### src/rtl/unary_mac_pkg.sv
// Shared types and helpers for the unary shift MAC datapath.
package unary_mac_pkg;

   typedef enum logic {
      IDLE  = 1'b0,
      SHIFT = 1'b1
   } piso_state_t;

   function automatic int cnt_w(input int n);
      return $clog2(n);
   endfunction

endpackage

### src/rtl/piso_hold_buf.sv
// One-entry holding register: load captures a word, drain empties it; load wins when both occur.
// Latency 1 cycle load-to-full; the owner gates load with !full_o, so the buffer never applies backpressure itself.
module piso_hold_buf #(
   parameter int W = 16
) (
   input  logic         clk,
   input  logic         reset_n,
   input  logic         load_i,
   input  logic [W-1:0] load_dat_i,
   input  logic         drain_i,
   output logic         full_o,
   output logic [W-1:0] dat_o
);

   logic         full_q, full_d;
   logic [W-1:0] dat_q, dat_d;

   always_comb begin
      full_d = full_q;
      dat_d  = dat_q;
      if (drain_i) begin
         full_d = 1'b0;
      end
      if (load_i) begin
         full_d = 1'b1;
         dat_d  = load_dat_i;
      end
   end

   always_ff @(posedge clk or negedge reset_n) begin
      if (!reset_n) begin
         full_q <= 1'b0;
         dat_q  <= '0;
      end else begin
         full_q <= full_d;
         dat_q  <= dat_d;
      end
   end

   assign full_o = full_q;
   assign dat_o  = dat_q;

endmodule

### src/rtl/piso_shift_tx.sv
// Parallel-in serial-out transmitter: one bit per consumer shift strobe, one-word holding buffer for gapless streaming.
// First bit 1 cycle after accept; in_ready drops only while the holding buffer is full.
module piso_shift_tx
   import unary_mac_pkg::*;
#(
   parameter int N     = 16,
   parameter bit RIGHT = 1'b1
) (
   input  logic         clk,
   input  logic         reset_n,
   input  logic [N-1:0] in_data,
   input  logic         in_valid,
   output logic         in_ready,
   input  logic         shift,
   output logic         out_bit,
   output logic         out_valid,
   output logic         out_last,
   output logic         busy
);

   localparam int CW = cnt_w(N);

   piso_state_t   state_q, state_d;
   logic [N-1:0]  sh_q, sh_d, sh_shifted;
   logic [CW-1:0] cnt_q, cnt_d;
   logic [N-1:0]  hold_q;
   logic          hold_full, hold_load, hold_drain;
   logic          accept, consume, last_consume;

   piso_hold_buf #(.W(N)) u_hold (
      .clk        (clk),
      .reset_n    (reset_n),
      .load_i     (hold_load),
      .load_dat_i (in_data),
      .drain_i    (hold_drain),
      .full_o     (hold_full),
      .dat_o      (hold_q)
   );

   assign in_ready     = !hold_full;
   assign accept       = in_valid && in_ready;
   assign consume      = shift && out_valid;
   assign last_consume = consume && out_last;
   assign sh_shifted   = RIGHT ? (sh_q >> 1) : (sh_q << 1);

   always_ff @(posedge clk or negedge reset_n) begin
      if (!reset_n) begin
         state_q <= IDLE;
         sh_q    <= '0;
         cnt_q   <= '0;
      end else begin
         state_q <= state_d;
         sh_q    <= sh_d;
         cnt_q   <= cnt_d;
      end
   end

   always_comb begin
      state_d = state_q;
      unique case (state_q)
         IDLE:    if (accept) state_d = SHIFT;
         SHIFT:   if (last_consume && !hold_full && !in_valid) state_d = IDLE;
         default: state_d = IDLE;
      endcase
   end

   // At the last bit the held word takes priority, then a word offered this cycle.
   always_comb begin
      sh_d       = sh_q;
      cnt_d      = cnt_q;
      hold_load  = 1'b0;
      hold_drain = 1'b0;
      unique case (state_q)
         IDLE: begin
            if (accept) begin
               sh_d  = in_data;
               cnt_d = '0;
            end
         end
         SHIFT: begin
            if (last_consume) begin
               cnt_d = '0;
               if (hold_full) begin
                  sh_d       = hold_q;
                  hold_drain = 1'b1;
                  hold_load  = accept;
               end else if (in_valid) begin
                  sh_d = in_data;
               end else begin
                  sh_d = '0;
               end
            end else begin
               if (consume) begin
                  sh_d  = sh_shifted;
                  cnt_d = cnt_q + 1'b1;
               end
               hold_load = accept;
            end
         end
         default: ;
      endcase
   end

   always_comb begin
      out_valid = (state_q == SHIFT);
      out_bit   = 1'b0;
      if (out_valid) begin
         out_bit = RIGHT ? sh_q[0] : sh_q[N-1];
      end
      out_last = out_valid && (cnt_q == CW'(N-1));
      busy     = out_valid || hold_full;
   end

endmodule

### config.mk
export PLATFORM = sky130hd
export DESIGN_NAME = piso_shift_tx
export DESIGN_NICKNAME = d
export VERILOG_FILES = /design/src/rtl/unary_mac_pkg.sv /design/src/rtl/piso_hold_buf.sv /design/src/rtl/piso_shift_tx.sv
export SDC_FILE = /design/constraint.sdc
export NUM_CORES = 1
export LEC_CHECK = 0
export ABC_AREA = 1
export BUFFER_PORTS_ARGS = -buffer_cell sky130_fd_sc_hd__clkbuf_2
export CORE_MARGIN = 2
export CORE_UTILIZATION = 47
export CTS_BUF_LIST = sky130_fd_sc_hd__clkbuf_16
export DETAILED_ROUTE_END_ITERATION = 10
export GPL_ROUTABILITY_DRIVEN = 0
export HOLD_SLACK_MARGIN = 0.06
export PLACE_DENSITY_LB_ADDON = 0.2
export SLEW_MARGIN = 10
export SYNTH_ARGS = -nofsm -noshare
export SYNTH_HDL_FRONTEND = slang
export SYNTH_SLANG_ARGS = --single-unit
### constraint.sdc
create_clock -name clk -period 4.05 [get_ports clk]
set_clock_uncertainty 0.15 [all_clocks]
set_input_delay 0.2025 -clock clk [delete_from_list [all_inputs] [get_ports clk]]
set_output_delay 0.2025 -clock clk [all_outputs]
set_load 0.01 [all_outputs]
# ---- Yosys cells after proc, flatten, opt, wreduce, memory -nomap -nowiden
# Cells that the tools add are included.
# Widths: inputs -> output; s select.
dict set report word_totals {
  latchBits 0
  mem_bits_rw 0
  output_inout_bits 5
  memories 0
  rom_bits 0
  register_bits 38
}
dict set report op_classes {
  n_bitwise 1
  shift 0
  addsub 1
  mul 0
  div_mod_pow 0
  eq_ne 3
  n_lt_le_gt_ge 0
  n_reduce_logical 11
  mux 22
}
# op count
set ops {}
lappend ops {{$mux 16} 5}
lappend ops {{$pmux 16 s2} 1}
lappend ops {{$mux 4} 3}
lappend ops {{$mux 1} 11}
lappend ops {{$pmux 4 s2} 1}
lappend ops {{$logic_and 1x1->1} 6}
lappend ops {{$add 4x1->4 const B} 1}
lappend ops {{$eq 4x4->1 const B} 1}
lappend ops {{$ne 3x1->1 const B} 1}
lappend ops {{$logic_not 1->1} 2}
lappend ops {{$ne 2x2->1 const B} 1}
lappend ops {{$pmux 1 s2} 1}
lappend ops {{$reduce_and 2->1} 1}
lappend ops {{$reduce_bool 2->1} 1}
lappend ops {{$logic_or 1x1->1} 1}
lappend ops {{$not 1->1} 1}

# ---- Logic depth before layout (Yosys ltp)
dict set report logic_depth {
  ltp_word 7
  mapped_depth 8
  mapped_depth_nobuf 7
}

# ---- Modules after synthesis
# Synthesis repeated with hierarchy kept, for this count alone.
dict set report unflattened {
  cells_unflattened 296
  hier_area_um2 2123.3
}
# mod area_per_inst_um2 cells_each n_inst
set modules_own_cells {}
lappend modules_own_cells {piso_shift_tx 1447.6 224 1}
lappend modules_own_cells {piso_hold_buf 675.6 72 1}

# ---- Worst setup path after synthesis
# Ideal clock, no wire load.
dict set report synth_timing {
  path_type {reg-to-reg}
  startpoint {register cnt_q[0]}
  endpoint {register u_hold.dat_q[10] (netlist: u_hold.dat_o[10])}
  required_ns 3.774
  stages_incl_launch_ff 9
  setup_ns 0.126
  synth_period_minus_slack_ns 1.616
  t_arrival_ns 1.340
  path_buffers 1
  setup_slack_ns 2.434
  path_cell_list {dfrtp_1 > ha_1 > nand2_1 > nor2_2 > nand2_2 > nand4_2 > buf_2 > nand2_1 > o21ai_0}
}
dict set report synth_via {
  elab_chain_cells 5
}
# item line_no
set synth_rtl {}
lappend synth_rtl {{from (decl)} piso_shift_tx.sv:25} ;# logic [CW-1:0] cnt_q, cnt_d;
lappend synth_rtl {{from (signal assigned)} piso_shift_tx.sv:54} ;# cnt_q <= cnt_d;
lappend synth_rtl {{$eq 4x4->1} piso_shift_tx.sv:110} ;# out_last = out_valid && (cnt_q == CW'(N-1));
lappend synth_rtl {{$logic_and 1x1->1} piso_shift_tx.sv:110}
lappend synth_rtl {{net out_last} piso_shift_tx.sv:17} ;# output logic out_last,
lappend synth_rtl {{$logic_and 1x1->1} piso_shift_tx.sv:43} ;# assign last_consume = consume && out_last;
lappend synth_rtl {{$mux 1} piso_shift_tx.sv:81} ;# if (last_consume) begin
lappend synth_rtl {{$mux 1} piso_shift_tx.sv:73} ;# unique case (state_q)
lappend synth_rtl {{to (signal assigned)} piso_hold_buf.sv:36} ;# dat_q <= dat_d;
lappend synth_rtl {{to (decl)} piso_hold_buf.sv:16} ;# logic [W-1:0] dat_q, dat_d;
# The timed path passes the listed nets, and every way through them passes these cells.
# A chain may end at the register's enable or synchronous reset.

# ---- Worst setup path in the final report
dict set report layout_timing {
  startpoint {register u_hold.full_q (netlist: u_hold.full_o)}
  endpoint {register sh_q[10]}
}
dict set report layout_via {
  elab_chain_cells 4
  word_cells_on_any_way 7
}
# item line_no
set layout_rtl {}
lappend layout_rtl {{from (decl)} piso_hold_buf.sv:15} ;# logic full_q, full_d;
lappend layout_rtl {{from (signal assigned)} piso_hold_buf.sv:35} ;# full_q <= full_d;
lappend layout_rtl {{$logic_not 1->1} piso_shift_tx.sv:40} ;# assign in_ready = !hold_full;
lappend layout_rtl {{$logic_and 1x1->1} piso_shift_tx.sv:41} ;# assign accept = in_valid && in_ready;
lappend layout_rtl {{$ne 2x2->1 (no line)} -}
lappend layout_rtl {{$reduce_and 2->1 (no line)} -}
lappend layout_rtl {{to (signal assigned)} piso_shift_tx.sv:49} ;# sh_q <= '0;
lappend layout_rtl {{to (signal assigned)} piso_shift_tx.sv:53} ;# sh_q <= sh_d;
lappend layout_rtl {{to (decl)} piso_shift_tx.sv:24} ;# logic [N-1:0] sh_q, sh_d, sh_shifted;
# Several ways; a longest one is shown, not always the timed one.

==> impl_metrics.csv <==
group,metric,value,unit
yosys,synth_nets,350,
layout,fillers,436,
global_routing,overflow,0,
clock_network,hold_buffers,15,
critical_path,cp_max_fo,33,
yosys,yosys-top-cells-count,"nand2_1 (88), inv_1 (54), nor2_1 (50)",
yosys,syn_area,2200,um^2
die,fp-row-count,24,
layout,diodes,0,
critical_path,end_kind,"register",
detailed_routing,num_vias,1997,
layout,fin_area,2590,um^2
sta,hold_ws,0.0580,ns
yosys,seq_area_frac_synth,43.3,%
yosys,synthDistinctLibCells,22,
yosys,synth_edf_count,0,
place,place_area,2310,um^2
power_and_ir_drop,p_seq_share,43.3,%
layout,nets,380,
layout,multi_input_area,962,um^2
power_and_ir_drop,p_leak,1.47,nW
die,floorplan.initialDensity,49.8,%
power_and_ir_drop,switchingPower,0.000539,W
die,chipHeight,72.4,um
sta,rsz0062_at_grt,"false",
sta,fmax,360,MHz
detailed_routing,wl_per_cell,12.8,um
global_routing,grt_pass1_wl,8.88,mm
yosys,synthArstFlopShare,100,%
clock_network,insertion_delay,0.28,ns
clock_network,post_cts_buffers,0,
run,drv_cap,0,
critical_path,critical_path_class,"reg -> reg",
power_and_ir_drop,p_int,0.000957,W
power_and_ir_drop,comb_power_share,32.9,%
die,coreArea,4410,um^2
place,place_hpwl,3.28,mm
detailed_routing,routed_wirelength,5.24,mm
yosys,yosysWarnings,0,
clock_network,clkTransAtPathRegs,0.06,ns
layout,regArea,951,um^2
die,io_pins,25,
yosys,synth_area_leader_cell,"dfrtp_1",
detailed_routing,drc,0,
sta,setup_viol,0,
sta,slew_violations,0,
sta,slew_headroom,28.9,%
outcome,status,"complete, no violations",
clock_network,clockBufferDepth,2,
critical_path,crit_required,4.09,ns
power_and_ir_drop,clock_power_share,23.8,%
detailed_routing,via_per_inst,4.87,
place,numPortBuffers,24,
sta,period_needed,2.78,ns
global_routing,grt_max_degree,39,
power_and_ir_drop,power_per_cell_area,577,nW/um^2
clock_network,cts_tree,"built",
yosys,synth-main-ff-cell,"dfrtp_1",
layout,area_growth,17.9,%
sta,tns,0,ns
clock_network,cts_buffers,5,
yosys,syn_avg_cell_area,6.68,um^2
clock_network,cts_root_buf,"clkbuf_16",
global_routing,grt_usage,21.7,%
yosys,ys_ff_latch,38,
layout,drive_gt1_share,10.1,%
die,design.die.area,5240,um^2
power_and_ir_drop,power,0.00150,W
sta,tightest_slew,1.07,ns
detailed_routing,first_pass_iters,5,
min_path,hold_class,"in -> reg",
detailed_routing,ant_nets,0,
power_and_ir_drop,vdd.ir_drop.worst,0.359,mV
sta,fin_crit_sh,68.6,%
power_and_ir_drop,switching_share,36.0,%
critical_path,crit_arrival,2.82,ns
yosys,synth.most_common_cell,"nand2_1",
layout,final_util,58.7,%
global_routing,antenna_found_initial,0,
global_routing,grt_pass1_vias,1787,
clock_network,clock-sinks,38,
clock_network,post_cts_resized,0,
die,die_w,72.4,um
sta,hold_viol,0,
yosys,syn_inst,329,
detailed_routing,drt_iter0_drc,221,
clock_network,htreeDepth,2,
critical_path,worst_setup_path_start_kind,"register",
yosys,ys_top_cells_by_area,"dfrtp_1 (43%), nand2_1 (15%), inv_1 (9.2%)",
yosys,synth.top_cell.area_share,43.3,%
## cells in the final DEF, fill, tap and decap left out, types with 5 or more instances in the layout
cell and count:
o21ai_1 5, nor2_1 50, nand3_1 17, clkbuf_2 24, dlygate4sd3_1 15, dfrtp_1 38
inv_1 54, clkbuf_16 5, a21oi_1 33, o21ai_0 17, nand2_1 88
## final timing paths
path	start	end	slack, ns	depth (start not counted)
setup / recovery	u_hold.full_o	sh_q[10]	1.27	6
hold / removal	in_data[14]	u_hold.dat_o[14]	0.06	3
setup reg to reg	u_hold.full_o	sh_q[10]	1.27	6
hold reg to reg	u_hold.dat_o[12]	u_hold.dat_o[12]	0.34	2
max in group asynchronous	reset_n	sh_q[2]	2.68	2
min in group asynchronous	reset_n	u_hold.dat_o[7]	0.46	2
## worst max-delay path, stage by stage (launching register included)
cell and delay, ns:
dfrtp_1 0.78, inv_2 0.31, nand2_1 0.19, o21ai_1 0.77, buf_4 0.31, nor2_1 0.05
a21oi_1 0.13
## registers in the layout (all words and copies together) (netlist names)
signal	count
cnt_q	4
out_valid	1
sh_q	16
u_hold.dat_o	16
u_hold.full_o	1
## power by group through the flow
stage	Combinational (W)	Sequential [W]	Clock, W
after CTS	0.000492	0.000644	0.000364
after floorplan	0.000412	0.000597	0
after detailed placement	0.000478	0.000646	0
after global routing	0.000582	0.000665	0.000379
final	0.000492	0.000647	0.000356
after global placement	0.000470	0.000646	0
## stage by stage
step	setup slack, ns	instances
5_1_grt	1.04	410
6_report	1.27	410
3_3_place_gp	1.34	389
4_1_cts	1.34	410
3_5_place_dp	1.38	389
2_1_floorplan	2.43	329
## cell families after synthesis
kind of cell,share of synthesized area (%)
simple gates,30.1
buf+inv,12.9
flops,43.3
fa+ha+maj,0.569
compound gates,13.2
## per-layer routing
metal | up-vias | GRT usage, % | share of wire, %
met5 | - | 0 | 0
met4 | 0 | 5.56 | 0.84
met3 | 5 | 3.33 | 5.6
met2 | 63 | 31.3 | 44
met1 | 869 | 34.0 | 50
li1 | 1060 | - | -
## layout make-up
cell class                      instances  share of cell area (%)
Sequential cell                        38                    36.7
Inverter                               55                    7.97
Multi-Input combinational cell        219                    37.1
Clock inverter                          1                   0.145
Tap cell                               52                    2.51
Clock buffer                            5                    4.83
Timing Repair Buffer                   40                    10.7
Power figures use the tool's default switching activity.
